File: src/rtl/updown_counter_if.sv
// -----------------------------------------------------------------------------
// updown_counter_if
//
// Purpose: groups the control, configuration and status signals of
// updown_counter so that a controller and the counter connect through a single
// bundle. The clock and the reset are not part of the bundle.
//
// Parameter:
//   Size       counter width in bits; must match the counter's Size.
//
// Signals:
//   enable     count one step this cycle            (master -> slave)
//   up         1 = increment, 0 = decrement         (master -> slave)
//   load       synchronous load of loadValue        (master -> slave)
//   loadValue  value to load, clamped to limit      (master -> slave)
//   clear      synchronous clear of count/overflow  (master -> slave)
//   limit      inclusive upper bound of the range   (master -> slave)
//   count      current count                        (slave -> master)
//   terminal   one-cycle boundary-event pulse       (slave -> master)
//   overflow   sticky boundary-event flag           (slave -> master)
// -----------------------------------------------------------------------------
interface updown_counter_if #(
    parameter int Size = 5
) ();

    logic            enable;
    logic            up;
    logic            load;
    logic [Size-1:0] loadValue;
    logic            clear;
    logic [Size-1:0] limit;
    logic [Size-1:0] count;
    logic            terminal;
    logic            overflow;

    // Controller side: drives commands, observes status.
    modport master (
        output enable,
        output up,
        output load,
        output loadValue,
        output clear,
        output limit,
        input  count,
        input  terminal,
        input  overflow
    );

    // Counter side: observes commands, drives status.
    modport slave (
        input  enable,
        input  up,
        input  load,
        input  loadValue,
        input  clear,
        input  limit,
        output count,
        output terminal,
        output overflow
    );

endinterface

File: src/rtl/updown_counter.sv
// -----------------------------------------------------------------------------
// updown_counter
//
// Purpose: up/down, loadable counter with a programmable inclusive limit and a
// choice of overflow policy (wrap or saturate). Counting primitive for timers,
// prescalers and bounded pointers. Every output is registered, so there is no
// combinational path from any input to any output.
//
// Parameters:
//   Size        counter width in bits (>= 2)
//   Saturate    0 = wrap at the bounds, 1 = hold at the bounds
//   ResetValue  count value while reset is asserted (<= 2^Size-1)
//
// Ports:
//   clock       rising-edge clock, the only clock
//   reset       asynchronous, active-low reset
//   ctr         updown_counter_if slave modport:
//                 enable/up/load/loadValue/clear/limit in,
//                 count/terminal/overflow out
//
// Per-edge priority is clear > load > enable; at most one action applies.
// A boundary event (stepping past limit going up, or past 0 going down)
// raises terminal for one cycle and sets the sticky overflow flag.
// -----------------------------------------------------------------------------
module updown_counter #(
    parameter int              Size       = 5,
    parameter bit              Saturate   = 1'b0,
    parameter logic [Size-1:0] ResetValue = '0
) (
    input  logic          clock,
    input  logic          reset,
    updown_counter_if.slave ctr
);

    // -------------------------------------------------------------------------
    // Helper functions
    // -------------------------------------------------------------------------

    // Unsigned minimum; used to keep loaded values inside 0..limit.
    function automatic logic [Size-1:0] f_clamp(
        input logic [Size-1:0] value,
        input logic [Size-1:0] lim
    );
        return (value > lim) ? lim : value;
    endfunction

    // Value taken after an upward boundary event.
    function automatic logic [Size-1:0] f_up_bound(
        input logic [Size-1:0] lim
    );
        return Saturate ? lim : '0;
    endfunction

    // Value taken after a downward boundary event.
    function automatic logic [Size-1:0] f_down_bound(
        input logic [Size-1:0] lim
    );
        return Saturate ? '0 : lim;
    endfunction

    // -------------------------------------------------------------------------
    // State
    // -------------------------------------------------------------------------
    logic [Size-1:0] r_count;
    logic            r_terminal;
    logic            r_overflow;

    // -------------------------------------------------------------------------
    // Next-state logic
    // -------------------------------------------------------------------------
    logic [Size-1:0] w_next_count;
    logic            w_event;
    logic            w_next_overflow;
    logic            w_count_at_top;
    logic            w_count_zero;
    logic            w_count_above;

    // Comparisons are all unsigned over Size bits. "At top" covers counts that
    // are above limit too, so a lowered limit followed by an up step is treated
    // as a boundary event rather than an increment past the bound.
    assign w_count_at_top = (r_count >= ctr.limit);
    assign w_count_zero   = (r_count == '0);
    assign w_count_above  = (r_count >  ctr.limit);

    always_comb begin
        w_next_count    = r_count;
        w_event         = 1'b0;
        w_next_overflow = r_overflow;

        if (ctr.clear) begin
            w_next_count    = '0;
            w_next_overflow = 1'b0;
        end else if (ctr.load) begin
            w_next_count = f_clamp(ctr.loadValue, ctr.limit);
        end else if (ctr.enable) begin
            if (ctr.up) begin
                if (w_count_at_top) begin
                    w_event      = 1'b1;
                    w_next_count = f_up_bound(ctr.limit);
                end else begin
                    w_next_count = r_count + 1'b1;
                end
            end else begin
                if (w_count_zero) begin
                    // With limit = 0 this also pins the count at 0.
                    w_event      = 1'b1;
                    w_next_count = f_down_bound(ctr.limit);
                end else if (w_count_above) begin
                    // Limit was lowered under a live count: snap to the new
                    // bound without reporting an event.
                    w_next_count = ctr.limit;
                end else begin
                    w_next_count = r_count - 1'b1;
                end
            end
        end

        if (w_event) begin
            w_next_overflow = 1'b1;
        end
    end

    // -------------------------------------------------------------------------
    // Registers
    // -------------------------------------------------------------------------
    always_ff @(posedge clock or negedge reset) begin
        if (!reset) begin
            r_count    <= ResetValue;
            r_terminal <= 1'b0;
            r_overflow <= 1'b0;
        end else begin
            r_count    <= w_next_count;
            r_terminal <= w_event;
            r_overflow <= w_next_overflow;
        end
    end

    assign ctr.count    = r_count;
    assign ctr.terminal = r_terminal;
    assign ctr.overflow = r_overflow;

endmodule

File: src/flat_wrapper.sv
// flat-port wrapper written by rule: the top's interface ports become plain ports
module updown_counter_flat 
#(
    parameter int              Size       = 5,
    parameter bit              Saturate   = 1'b0,
    parameter logic [Size-1:0] ResetValue = '0
)
  (clock, reset, ctr_enable, ctr_up, ctr_load, ctr_loadValue, ctr_clear, ctr_limit, ctr_count, ctr_terminal, ctr_overflow);
  updown_counter_if #(.Size(Size)) ctr_i ();
  input  logic clock;
  input  logic reset;
  input wire logic [$bits(ctr_i.enable)-1:0] ctr_enable;
  input wire logic [$bits(ctr_i.up)-1:0] ctr_up;
  input wire logic [$bits(ctr_i.load)-1:0] ctr_load;
  input wire logic [$bits(ctr_i.loadValue)-1:0] ctr_loadValue;
  input wire logic [$bits(ctr_i.clear)-1:0] ctr_clear;
  input wire logic [$bits(ctr_i.limit)-1:0] ctr_limit;
  output wire logic [$bits(ctr_i.count)-1:0] ctr_count;
  output wire logic [$bits(ctr_i.terminal)-1:0] ctr_terminal;
  output wire logic [$bits(ctr_i.overflow)-1:0] ctr_overflow;
  assign ctr_i.enable = ctr_enable;
  assign ctr_i.up = ctr_up;
  assign ctr_i.load = ctr_load;
  assign ctr_i.loadValue = ctr_loadValue;
  assign ctr_i.clear = ctr_clear;
  assign ctr_i.limit = ctr_limit;
  assign ctr_count = ctr_i.count;
  assign ctr_terminal = ctr_i.terminal;
  assign ctr_overflow = ctr_i.overflow;
  updown_counter #(.Size(Size), .Saturate(Saturate), .ResetValue(ResetValue)) u_core (.clock(clock), .reset(reset), .ctr(ctr_i));
endmodule
File: config.mk
export PLATFORM = sky130hd
export DESIGN_NAME = updown_counter_flat
export DESIGN_NICKNAME = d
export VERILOG_FILES = /design/src/rtl/updown_counter_if.sv /design/src/rtl/updown_counter.sv /design/src/flat_wrapper.sv
export SDC_FILE = /design/constraint.sdc
export NUM_CORES = 1
export LEC_CHECK = 0
export BUFFER_PORTS_ARGS = -buffer_cell sky130_fd_sc_hd__buf_2
export CORE_ASPECT_RATIO = 1.4
export CORE_MARGIN = 2
export CORE_UTILIZATION = 45
export CTS_BUF_LIST = sky130_fd_sc_hd__clkbuf_16
export DETAILED_ROUTE_END_ITERATION = 6
export PLACE_DENSITY = 0.76
export SLEW_MARGIN = 30
export SYNTH_ARGS = -nofsm -noshare
export SYNTH_HDL_FRONTEND = slang
export SYNTH_SLANG_ARGS = --single-unit
File: constraint.sdc
create_clock -name clock -period 6.6 [get_ports clock]
set_clock_uncertainty 0.15 [all_clocks]
set_input_delay 0.66 -clock clock [delete_from_list [all_inputs] [get_ports clock]]
set_output_delay 0.66 -clock clock [all_outputs]
set_load 0.01 [all_outputs]
; After elaboration in Yosys (flattened, before gate mapping)
; Index checks and enable logic that the tools add are counted.
[totals]
reg_bits = 7
output_inout_bits = 7
elab_cells = 27
[classes]
magnitude_cmp = 3
reduce_logical = 3
add_sub_neg = 2
muxes = 16
[op_table]
columns = op, n
row1 = 5-bit two-way mux, 8
row2 = 5-bit greater-than comparator, 2
row3 = 1-bit two-way mux, 8
row4 = 5-bit by 1-bit adder with 5-bit output (second input constant), 1
row5 = 5-bit greater-or-equal comparator, 1
row6 = 5-bit logical NOT, 1
row7 = 5-bit by 1-bit subtractor with 5-bit output (second input constant), 1
row8 = 3-bit nonzero test, 1
row9 = 2-bit nonzero test, 1

; Depth between registers and ports, before layout
; Gate-level depths: netlist of run 1.
[logic_depth]
ltp_word = 7
ltp_mapped = 7

; Worst setup path before layout of run 1
; Ideal clock, no wire load.
[synth_timing]
path_kind = input to register
startpoint = in ctr_limit[3]
endpoint = reg u_core.r_count[1] (netlist: u_core.ctr.count[1])
setup_slack_ns = 4.206
setup_time_ns = 0.125
t_required_ns = 6.325
path_stages = 7
arrival_ns = 2.119
cell_sequence = inv_1 ha_1 nand4_1 or2_1 o22ai_2 o221ai_1 a2111oi_0
[synth_via]
elab_chain_len = 7
word_cells_on_any_way = 11
[synth_lines]
columns = element, line
row1 = from (decl), flat_wrapper.sv:17  ; input wire logic [$bits(ctr_i.limit)-1:0] ctr_limit;
row2 = 5-bit greater-than comparator, updown_counter.sv:83  ; assign w_count_above = (r_count > ctr.limit);
row3 = 5-bit two-way mux, updown_counter.sv:108  ; end else if (w_count_above) begin
row4 = 5-bit two-way mux, updown_counter.sv:104  ; if (w_count_zero) begin
row5 = 5-bit two-way mux, updown_counter.sv:96  ; if (ctr.up) begin
row6 = 5-bit two-way mux, updown_counter.sv:95  ; end else if (ctr.enable) begin
row7 = 5-bit two-way mux (*), updown_counter.sv:93  ; end else if (ctr.load) begin
row8 = 5-bit two-way mux (*), updown_counter.sv:90  ; if (ctr.clear) begin
row9 = to (signal assigned), updown_counter.sv:128  ; r_count <= ResetValue;
row10 = to (signal assigned), updown_counter.sv:132  ; r_count <= w_next_count;
row11 = to (decl), updown_counter.sv:64  ; logic [Size-1:0] r_count;
; Every way passes the cells marked *; elsewhere a longest branch is shown, timed or not. The select of a mux whose other input is x is not followed.
; A chain may end at the register's enable or synchronous reset.

; Final worst setup path of run 1
[layout_timing]
startpoint = reg u_core.r_count[2] (netlist: u_core.ctr.count[2])
endpoint = reg u_core.r_count[1] (netlist: u_core.ctr.count[1])
[layout_via]
elab_chain_len = 7
word_cells_on_any_way = 10
[layout_lines]
columns = element, line
row1 = 5-bit greater-than comparator, updown_counter.sv:83
row2 = 5-bit two-way mux, updown_counter.sv:108
row3 = 5-bit two-way mux, updown_counter.sv:104
row4 = 5-bit two-way mux (*), updown_counter.sv:96
row5 = 5-bit two-way mux (*), updown_counter.sv:95
row6 = 5-bit two-way mux (*), updown_counter.sv:93
row7 = 5-bit two-way mux (*), updown_counter.sv:90
; Marked as above.

==> results.md, run 1 <==
* Tmin final at 2650 ps
* Vias in the first global route at 981
* CTS hold repair buffers at 0
* Most used routing layer: met2
* Synth unique cells at 39
* DRT antenna net count at 0
* H-tree depth at 1
* Worst skew pair latency at 230 ps
* Crit-path max FO at 12
* Vert. Die Dim at 58.6 µm
* CTS tree: done
* TNS Setup at 0 ps
* Top cells by area, synth: dfrtp_1 18%, ha_1 16%, mux2i_1 6.3%, inv_1 4.3%, nand2b_1 3.9%
* First-pass GRT wire length at 4530 µm
* # resized after CTS at 0
* Seq/Total Area, Yosys at 18.3%
* Syn nets at 142
* Peak VDD IR at 0.174 mV
* # diodes at 0
* Max-Cap Viols at 0
* Vias per inst at 6.38
* Filler Cells Inserted at 195
* Syn Area/Cell at 8.40 µm²
* Cells after synthesis at 114
* Longest Clk Path Bufs at 2
* Final GP Congestion at 0.825
* Initial antenna violation count at 0
* Average wire per standard cell at 17.3 µm
* Number of clock sinks at 7
* Share of the synthesized area in the top cell type at 18.3%
* Detailed Routing Iterations Pass 1 at 5
* Ys Warns at 0
* Drt drc at 0
* DP HPWL at 2060 µm
* Max-slew violation count at 0
* All-Layer GR Usage at 23.6%
* DR vias at 1,002
* Die Area at 2520 µm²
* WS Path Type: flop to flop
* Crit-path slowest cell: dfrtp_1
* Area added between synthesis and finish at 19.3%
* Crit path buf inv count at 0
* Top delay family on crit path: compound AO/OA/AOI/OAI gates
* Io pins at 23
* Pin count of the biggest net entering global routing at 22
* Leakage at 0.563 nW
* Post-CTS Setup Inserts at 0
* Worst Path Required at 6520 ps
* Clock root cell: clkbuf_16
* Met3 Usage GRT at 3.99%
* Total gr overflow at 0
* Drt total wl at 2720 µm
* Top cell type by total area after synthesis: dfrtp_1
* Max incr delay on CP at 540 ps
* Hold Vio Cnt, Final at 0
* DR iter-0 viols at 25
* P per Cell Area at 224 nW/µm²
* RSZ-0062 raised after global routing: false
* Netlist Area Pre-Place at 957 µm²
* Crit-path cells: ha_1 > nand4_1 > or2_1 > o22ai_2 > o221ai_1 > a2111oi_0
* Num rows at 19
* Met2 global-route usage at 41.6%
* Crit. End Element: flop
* Rel. slew slack at 52.9%
* F_max at 0.377 GHz
* Seq cells post-synth at 7
* Layout cell share with drive strength beyond 1 at 23.5%
* Placeable core area at 2000 µm²
* Critical Path Start Type: flop
* Number of buffers created by CTS at 3
* Setup violations, final at 0
* Met1 usage at 28.0%
* Die X-Extent at 43.0 µm
* Status: complete, no violations
* Primary FF master, synth: dfrtp_1
* Asr flop ratio synth at 100%
* EDFF count, synth at 0
* WP data arrival at 2570 ps
* Final period util at 40.2%
* Starting density of the core at 47.9%
* Clock-pin transition on the worst setup and hold timing paths at 40 ps
* I/O Buffers at 22
* Hold Path Class: primary input to asynchronous set/reset pin
* Worst hold slack at 111 ps
* Slew at the pin with the worst max-slew slack at 706 ps
* Fin nets at 165
cell usage after synthesis (3+ instances only):
master     instances
a21oi_1            3
nor3_1             7
nand2b_1           6
a221oi_1           4
mux2i_1            6
inv_1             11
nor2_1             7
ha_1              12
a2111oi_0          3
nand2_1            7
nor2b_1            3
dfrtp_1            7
stage by stage:
stage	utilization, %	setup WS, ps	cell area (µm²)	cells	power (mW)
2_1_floorplan	-	4210	957	114	0.125
3_3_place_gp	53.3	3850	1060	153	0.148
3_5_place_dp	53.3	3770	1060	153	0.151
4_1_cts	57.2	3900	1140	157	0.256
5_1_grt	57.2	3790	1140	157	0.272
6_report	57.2	3950	1140	157	0.255
area by class of cell:
cell class	count	area, µm²	area share (%)
clock buffer	3	75.1	6.57
clock inverter	1	3.75	0.329
inverter	11	41.3	3.61
multi-input combinational	92	711	62.2
sequential	7	175	15.3
tap	21	26.3	2.30
timing repair buffer	22	110	9.64
layout by cell type (no fill, tap or decap), types with 3 or more instances in the layout:
cell type  netlist  layout
buf_2            0      22
inv_1           11      12
ha_1            12      12
nand2_1          7       7
nor2_1           7       7
nor3_1           7       7
dfrtp_1          7       7
nand2b_1         6       6
mux2i_1          6       6
a221oi_1         4       4
a21oi_1          3       3
nor2b_1          3       3
a2111oi_0        3       3
clkbuf_16        0       3
worst paths after layout:
check	cells after the start	start	slack [ps]	end
max	6	u_core.ctr.count[2]$_DFFE_PN0P_	3950	u_core.ctr.count[1]$_DFFE_PN0P_
min in group clock	1	u_core.ctr.overflow$_DFFE_PN0P_	390	u_core.ctr.overflow$_DFFE_PN0P_
max in group asynchronous	1	reset	6020	u_core.ctr.count[1]$_DFFE_PN0P_
max reg2reg	6	u_core.ctr.count[2]$_DFFE_PN0P_	3950	u_core.ctr.count[1]$_DFFE_PN0P_
min	1	reset	110	u_core.ctr.overflow$_DFFE_PN0P_
min reg2reg	1	u_core.ctr.overflow$_DFFE_PN0P_	390	u_core.ctr.overflow$_DFFE_PN0P_
state kept, by name, summed over array words and instances (netlist names):
signal and count:
u_core.ctr.terminal 1, u_core.ctr.count 5, u_core.ctr.overflow 1
report_power, final:
| group | internal (mW) | switching (mW) | leakage [nW] |
|---|---|---|---|
| sequential | 0.0473 | 0.0120 | 0.0927 |
| clock | 0.0789 | 0.0239 | 0.0423 |
| combinational | 0.0416 | 0.0517 | 0.428 |
per-layer routing:
metal	vias up	share of wire, %	wire length, µm
li1	472	-	-
met1	472	38	1030
met2	50	53	1450
met3	8	6.9	188
met4	0	1.6	44
met5	-	0	0
logic make-up after synthesis:
group / count (synthesis) / synth area share, %
multiplexers: 6 / 6.27
XOR/XNOR: 4 / 3.66
flip-flops: 7 / 18.3
buffers and inverters: 15 / 7.45
AO/OA/AOI/OAI: 31 / 26.1
adder cells (fa/ha/maj): 12 / 15.7
AND/OR/NAND/NOR: 39 / 22.5
(Power assumes the default switching activity.)
==> run 2: changes to the inputs <==
--- a/config.mk
+++ b/config.mk
@@ -5,13 +5,14 @@
 export SDC_FILE = /design/constraint.sdc
 export NUM_CORES = 1
 export LEC_CHECK = 0
+export ABC_AREA = 1
 export BUFFER_PORTS_ARGS = -buffer_cell sky130_fd_sc_hd__buf_2
 export CORE_ASPECT_RATIO = 1.4
 export CORE_MARGIN = 2
 export CORE_UTILIZATION = 45
 export CTS_BUF_LIST = sky130_fd_sc_hd__clkbuf_16
 export DETAILED_ROUTE_END_ITERATION = 6
-export PLACE_DENSITY = 0.76
+export PLACE_DENSITY = 0.78
 export SLEW_MARGIN = 30
 export SYNTH_ARGS = -nofsm -noshare
 export SYNTH_HDL_FRONTEND = slang
==> constraint.sdc (replaced) <==
create_clock -name clock -period 2.2 [get_ports clock]
set_clock_uncertainty 0.15 [all_clocks]
set_input_delay 0.22 -clock clock [delete_from_list [all_inputs] [get_ports clock]]
set_output_delay 0.22 -clock clock [all_outputs]
set_load 0.01 [all_outputs]
==> run 2 against run 1 <==
Compared with the run above: clock power increased to 2.9 times the previous value; cell count increased by 31%; synthesized area increased by 2.4%; hold slack got worse by 49 ps; core utilization decreased by 0.15 points; critical path type unchanged; die area increased by 2.2%; synthesized cell count increased by 37%; cell area increased by 6.2%; flip-flop and latch count unchanged; via count increased by 7.3%; largest power group is now combinational logic; register-to-register slack got worse by 3700 ps.
==> results.md, run 2 <==
* Status: complete, no violations
* Simple-gate share of the synthesized area at 44.8% (+22 points)
* DR vias at 1,075 (+7.3%)
* First-pass GRT wire length at 4110 µm (-9.1%)
* Crit path buf inv count at 0 (unchanged)
* Post-Layout Cell Count at 206 (+31%)
* Pwr Total at 770 µW (+200%)
* Post-route setup slack at 253 ps (-3690 ps)
* Commonest non-fill, non-tap cells in the layout: 50 x nand2_1, 22 x buf_2, 21 x nand3_1, 19 x inv_1, 12 x ha_1
* DR iter-0 viols at 30 (+20%)
* RR Startpoint: u_core.ctr.count[3]$_DFFE_PN0P_
* Rel. slew slack at 65.0% (+12 points)
* Top delay family on crit path: simple AND/OR/NAND/NOR gates
* Asr flop ratio synth at 100% (unchanged)
* Ys Warns at 0 (unchanged)
* I/O Buffers at 22 (unchanged)
* Area added between synthesis and finish at 23.9%
* CTS tree: done
* Main combinational cell family by area after synthesis: simple AND/OR/NAND/NOR gates
* Pin count of the biggest net entering global routing at 11 (-50%)
* Adder-Cell Fraction of Synth Area at 15.3% (-0.36 points)
* Synth unique cells at 25 (-36%)
* Max incr delay on CP at 440 ps (-100 ps)
* Average wire per standard cell at 12.2 µm (-30%)
* Clock-pin transition on the worst setup and hold timing paths at 30 ps (about the same)
* Placed Area at 1120 µm² (+5.8%)
* Hold Path Stages at 2
* CP most frequent cell: nand2_1
* F_max at 0.514 GHz (+36%)
* DP HPWL at 2140 µm (+4.1%)
* Hold Path Class: primary input to flop
* WS Path Type: flop to flop
* Crit-path slowest cell: dfrtp_1
* Most frequent cell after synthesis: nand2_1
* DRT antenna net count at 0 (unchanged)
* WP data arrival at 1910 ps (-660 ps)
* Leakage at 0.743 nW (+32%)
* Longest Clk Path Bufs at 2 (unchanged)
* Fin nets at 213 (+29%)
* Vias in the first global route at 1,005 (+2.4%)
* Crit-path cells: ha_1 > nand2_1 > nor2_2 > nand2_1 > nand3_1 > nand2_2 > nand2_4 > nand2_2 > nand2_1 > nand2_1 > nand2_1 > nand2_1 > nand2_1
* Number of clock sinks at 7 (unchanged)
* Vias per inst at 5.22 (-18%)
* Top cells by area, synth: nand2_1 19%, dfrtp_1 18%, ha_1 15%, nand3_1 11%, inv_1 6.9%
* Starting density of the core at 46.1% (-1.9 points)
* Cells after synthesis at 156 (+37%)
* Io pins at 23 (unchanged)
* Seq cells post-synth at 7 (unchanged)
* Hold Vio Cnt, Final at 0 (unchanged)
* Tmin final at 1950 ps (-707 ps)
* Critical Path Start Type: flop
* Die X-Extent at 43.4 µm (+1.1%)
* Peak VDD IR at 0.598 mV (+240%)
* Layout cell share with drive strength beyond 1 at 25.0% (+1.5 points)
* Total gr overflow at 0 (unchanged)
* Slew at the pin with the worst max-slew slack at 521 ps (-185 ps)
* TNS Setup at 0 ps (unchanged)
* Detailed Routing Iterations Pass 1 at 5 (unchanged)
* Post-synthesis compound-gate area fraction at 5.87% (-20 points)
* Reg2reg path depth at 13 (+7)
* Mux share of post-synthesis cell area at 0% (-6.3 points)
* Hold endpoint: u_core.ctr.overflow$_DFFE_PN0P_
* R2r endpoint: u_core.ctr.count[4]$_DFFE_PN0P_
* DP Cell Count at 201 (+31%)
* EDFF count, synth at 0 (unchanged)
* Final GP Congestion at 0.979 (+19%)
* Setup violations, final at 0 (unchanged)
* # diodes at 0 (unchanged)
* Post-synth top cells: 50 x nand2_1, 21 x nand3_1, 18 x inv_1
* RSZ-0062 raised after global routing: false
* Top cell type by total area after synthesis: nand2_1
* Worst hold slack at 62.6 ps (-48.8 ps)
* Worst Path Required at 2170 ps (-4350 ps)
* All-Layer GR Usage at 21.2% (-2.4 points)
* Number of buffers created by CTS at 3 (unchanged)
* FF-to-FF setup slack at 250 ps (-3690 ps)
* Drt total wl at 2510 µm (-7.6%)
* Post-CTS Setup Inserts at 0 (unchanged)
* Final period util at 88.5% (+48 points)
* Num rows at 20 (+1)
* P per Cell Area at 634 nW/µm² (+180%)
* H-tree depth at 1 (unchanged)
* Clock root cell: clkbuf_16
* Share of the synthesized area in the top cell type at 19.2% (+0.86 points)
* Hold Path Origin: ctr_clear
* Syn nets at 184 (+30%)
* Initial antenna violation count at 0 (unchanged)
* Placeable core area at 2130 µm² (+6.5%)
* Seq/Total Area, Yosys at 17.9% (-0.42 points)
* Final Cell Area at 1210 µm² (+6.2%)
* Worst skew pair latency at 230 ps (about the same)
* Crit-path max FO at 6 (-6)
* Filler Cells Inserted at 214 (+9.7%)
* Max FFs per register at 5 (unchanged)
* Die Area at 2570 µm² (+2.2%)
* Worst slack at placement at 279 ps (-3500 ps)
* Commonest non-fill, non-tap cell in the layout: nand2_1
* Crit. End Element: flop
* Syn Area/Cell at 6.28 µm² (-25%)
* Max-slew violation count at 0 (unchanged)
* Netlist Area Pre-Place at 980 µm² (+2.4%)
* Max-Cap Viols at 0 (unchanged)
* Drt drc at 0 (unchanged)
* Vert. Die Dim at 59.2 µm (+1.1%)
* Core Util, Final at 57.1% (-0.15 points)
* Post-synthesis xor/xnor area fraction at 4.47% (+0.81 points)
* Primary FF master, synth: dfrtp_1
-- run 2: cell count changes in the layout (fill, tap and decap cells not counted), sizes merged, moves of 3 or more --
cell | before | now
mux2i | 6 | 0
nand2b | 6 | 0
nor2b | 3 | 0
a221oi | 4 | 0
a2111oi | 4 | 0
inv | 12 | 26
buf | 22 | 25
o21ai | 5 | 1
a21boi | 0 | 4
nand2 | 7 | 53
nor2 | 7 | 13
nor3 | 7 | 1
nand3 | 2 | 23
-- run 2: what timing repair did --
action	4_1_cts	5_1_grt
gates resized for setup	0	0
hold endpoints to repair	7	0
hold buffers	1	0
-- run 2: where the power goes --
part           switching [mW]  leakage (nW)  internal [mW]  total [mW]
Clock                  0.0647        0.0423          0.236       0.301
Combinational           0.190         0.607          0.124       0.313
Sequential             0.0137        0.0928          0.142       0.156
Total                   0.268         0.743          0.502       0.770
-- run 2: worst max-delay path by stage --
stage | end | startpoint | cells after the start
2_1_floorplan | u_core.ctr.count[0]$_DFFE_PN0P_ | u_core.ctr.count[4]$_DFFE_PN0P_ | 12
3_5_place_dp | u_core.ctr.count[2]$_DFFE_PN0P_ | ctr_limit[4] | 10
3_3_place_gp | u_core.ctr.count[2]$_DFFE_PN0P_ | u_core.ctr.count[3]$_DFFE_PN0P_ | 12
4_1_cts | u_core.ctr.count[4]$_DFFE_PN0P_ | u_core.ctr.count[3]$_DFFE_PN0P_ | 13
5_1_grt | u_core.ctr.count[4]$_DFFE_PN0P_ | u_core.ctr.count[3]$_DFFE_PN0P_ | 13
6_report | u_core.ctr.count[4]$_DFFE_PN0P_ | u_core.ctr.count[3]$_DFFE_PN0P_ | 13
-- run 2: routing by layer --
| layer | routed length (µm) | track usage (%) | vias up |
|---|---|---|---|
| met3 | 100 | 1.83 | 13 |
| met1 | 1010 | 23.0 | 472 |
| met2 | 1260 | 39.0 | 41 |
| li1 | - | - | 549 |
| met5 | 0 | 0 | - |
| met4 | 141 | 12.6 | 0 |
-- run 2: layout make-up --
type	count	area [µm²]	area share, %
Sequential cell	7	175	14.4
Multi-Input combinational cell	121	691	56.9
Clock buffer	3	75.1	6.19
Clock inverter	1	3.75	0.309
Tap cell	22	27.5	2.27
Inverter	26	98.8	8.14
Timing Repair Buffer	26	143	11.8
-- run 2: kinds of logic after synthesis --
kind of cell / after synthesis
simple gates: 95
buf+inv: 28
fa+ha+maj: 12
compound gates: 9
flops: 7
xor+xnor: 5
==> run 3: changes to the inputs <==
--- a/config.mk
+++ b/config.mk
@@ -7,7 +7,6 @@
 export LEC_CHECK = 0
 export ABC_AREA = 1
 export BUFFER_PORTS_ARGS = -buffer_cell sky130_fd_sc_hd__buf_2
-export CORE_ASPECT_RATIO = 1.4
 export CORE_MARGIN = 2
 export CORE_UTILIZATION = 45
 export CTS_BUF_LIST = sky130_fd_sc_hd__clkbuf_16
==> run 3 against run 2 <==
Compared with the run above: core utilization rose by 3.9 points; first-iteration DRC count up 17%; routed wire length shrank 0.52%; flip-flop and latch count unchanged; highest routed layer unchanged; sequential power hardly changed; largest cell class unchanged; via count down 1.7%; sequential share of layout area is 0.074 points lower; worst setup slack lost 20 ps; cell area up 0.52%; critical path depth is 1 lower; fmax is 1.0% lower.
==> results.md, run 3 (synthesis results as in run 2) <==
* Worst Path Required at 2210 ps (+40 ps)
* RR Startpoint: u_core.ctr.count[2]$_DFFE_PN0P_
* Hold Path Class: primary input to flop
* Max incr delay on CP at 470 ps (+30 ps)
* Peak VDD IR at 0.969 mV (+62%)
* Total gr overflow at 0 (unchanged)
* Crit. End Element: flop
* Detailed Routing Iterations Pass 1 at 4 (-1)
* Max-slew violation count at 0 (unchanged)
* Io pins at 23 (unchanged)
* Post-Layout Cell Count at 211 (+2.4%)
* Slew at the pin with the worst max-slew slack at 554 ps (+32.6 ps)
* DRT antenna net count at 0 (unchanged)
* Setup violations, final at 0 (unchanged)
* Commonest non-fill, non-tap cells in the layout: 50 x nand2_1, 22 x buf_2, 21 x nand3_1, 19 x inv_1, 12 x ha_1
* Final GP Congestion at 0.865 (-12%)
* Internal Power at 501 µW (-0.17%)
* Crit-path cells: ha_1 > nand2_1 > nor2_2 > nand2_1 > nand3_1 > nor2_2 > nand3_1 > nand2_1 > inv_2 > nand2_1 > nand2_1 > nand2_1
* DP HPWL at 2080 µm (-3.0%)
* Vias per inst at 5.01 (-4.0%)
* Tmin final at 1970 ps (+19.6 ps)
* Average wire per standard cell at 11.8 µm (-2.9%)
* Die X-Extent at 50.7 µm (+17%)
* Commonest non-fill, non-tap cell in the layout: nand2_1
* CP most frequent cell: nand2_1
* Crit-path max FO at 8 (+2)
* Crit path buf inv count at 1 (+1)
* FF-to-FF setup slack at 230 ps (-20 ps)
* Worst skew pair latency at 230 ps (about the same)
* Vias in the first global route at 967 (-3.8%)
* P per Cell Area at 630 nW/µm² (-0.74%)
* Reg2reg path depth at 12 (-1)
* Number of clock sinks at 7 (unchanged)
* Area added between synthesis and finish at 24.5%
* F_max at 0.509 GHz (-1.0%)
* Psw at 267 µW (-0.34%)
* H-tree depth at 1 (unchanged)
* Post-CTS Setup Inserts at 0 (unchanged)
* Drt total wl at 2500 µm (-0.52%)
* All-Layer GR Usage at 20.8% (-0.40 points)
* Initial antenna violation count at 0 (unchanged)
* Comb pwr share at 40.1% (-0.6 points)
* Crit-path slowest cell: dfrtp_1
* Flop pwr share at 20.7% (+0.5 points)
* DR vias at 1,057 (-1.7%)
* Leakage at 0.743 nW (about the same)
* Switching power share of the total at 34.8% (-0.039 points)
* R2r endpoint: u_core.ctr.count[0]$_DFFE_PN0P_
* Status: complete, no violations
* Filler Cells Inserted at 204 (-4.7%)
* RSZ-0062 raised after global routing: false
* Critical Path Start Type: flop
* Hold Path Stages at 2 (unchanged)
* Hold Path Origin: ctr_clear
* CTS hold repair buffers at 1 (unchanged)
* Rel. slew slack at 62.8% (-2.2 points)
* # resized after CTS at 0 (unchanged)
* # diodes at 0 (unchanged)
* Top delay family on crit path: simple AND/OR/NAND/NOR gates
* Starting density of the core at 48.9% (+2.9 points)
* Vert. Die Dim at 50.7 µm (-14%)
* Drt drc at 0 (unchanged)
* Clock power share at 39.3% (+0.2 points)
* DR iter-0 viols at 35 (+17%)
* Placeable core area at 2000 µm² (-5.9%)
* I/O Buffers at 22 (unchanged)
* Hold Vio Cnt, Final at 0 (unchanged)
* First-pass GRT wire length at 4110 µm (-0.17%)
* Max-Cap Viols at 0 (unchanged)
* DP Cell Count at 206 (+2.5%)
* Max FFs per register at 5 (unchanged)
* Worst hold slack at 75.2 ps (+12.6 ps)
* CP Launch Point: u_core.ctr.count[2]$_DFFE_PN0P_
* Final period util at 89.4% (+0.89 points)
* Clock root cell: clkbuf_16
* Hold endpoint: u_core.ctr.overflow$_DFFE_PN0P_
* Num rows at 16 (-20%)
* Pin count of the biggest net entering global routing at 11 (unchanged)
* Longest Clk Path Bufs at 2 (unchanged)
* Die Area at 2570 µm² (-0.21%)
* WS Path Type: flop to flop
* Clock-pin transition on the worst setup and hold timing paths at 40 ps (about the same)
* Fin nets at 213 (unchanged)
* TNS Setup at 0 ps (unchanged)
* Number of buffers created by CTS at 3 (unchanged)
* WP data arrival at 1980 ps (+70 ps)
* CTS tree: done
* Layout cell share with drive strength beyond 1 at 25.0% (unchanged)
[run 3: power by group through the flow]
stage                     clock network [mW]  registers [mW]  logic (mW)
after detailed placement                   0           0.160       0.306
after CTS                              0.307           0.159       0.309
final                                  0.301           0.159       0.308
after global routing                   0.318           0.161       0.348
after global placement                     0           0.158       0.296
after floorplan                            0           0.165       0.213
[run 3: routing by layer]
metal / up-vias / routed length, µm / GRT usage [%]
met5: - / 0 / 0
met4: 0 / 19 / 8.56
met3: 2 / 117 / 1.49
met2: 33 / 1260 / 37.3
met1: 473 / 1100 / 25.5
li1: 549 / - / -
[run 3: stage by stage]
step	total power, mW	instance area, µm²	setup WS, ps	utilization (%)
CTS	0.775	1220	238	60.9
global placement	0.454	1130	337	56.5
global route	0.827	1220	73.2	60.9
floorplan	0.378	980	416	-
finish	0.768	1220	234	60.9
detailed placement	0.466	1130	258	56.5
[run 3: worst max-delay path by stage]
stage,endpoint,cells past startpoint
6_report,u_core.ctr.count[0]$_DFFE_PN0P_,12
5_1_grt,u_core.ctr.count[1]$_DFFE_PN0P_,12
4_1_cts,u_core.ctr.count[4]$_DFFE_PN0P_,12
3_5_place_dp,u_core.ctr.count[0]$_DFFE_PN0P_,12
3_3_place_gp,u_core.ctr.count[2]$_DFFE_PN0P_,12
2_1_floorplan,u_core.ctr.count[0]$_DFFE_PN0P_,12
[run 3: layout make-up]
cell class	count	area [µm²]	share of cell area, %
inverter	26	98.8	8.10
clock buffer	3	75.1	6.15
timing repair buffer	26	143	11.7
sequential	7	175	14.4
multi-input combinational	121	691	56.6
clock inverter	1	3.75	0.308
tap	27	33.8	2.77
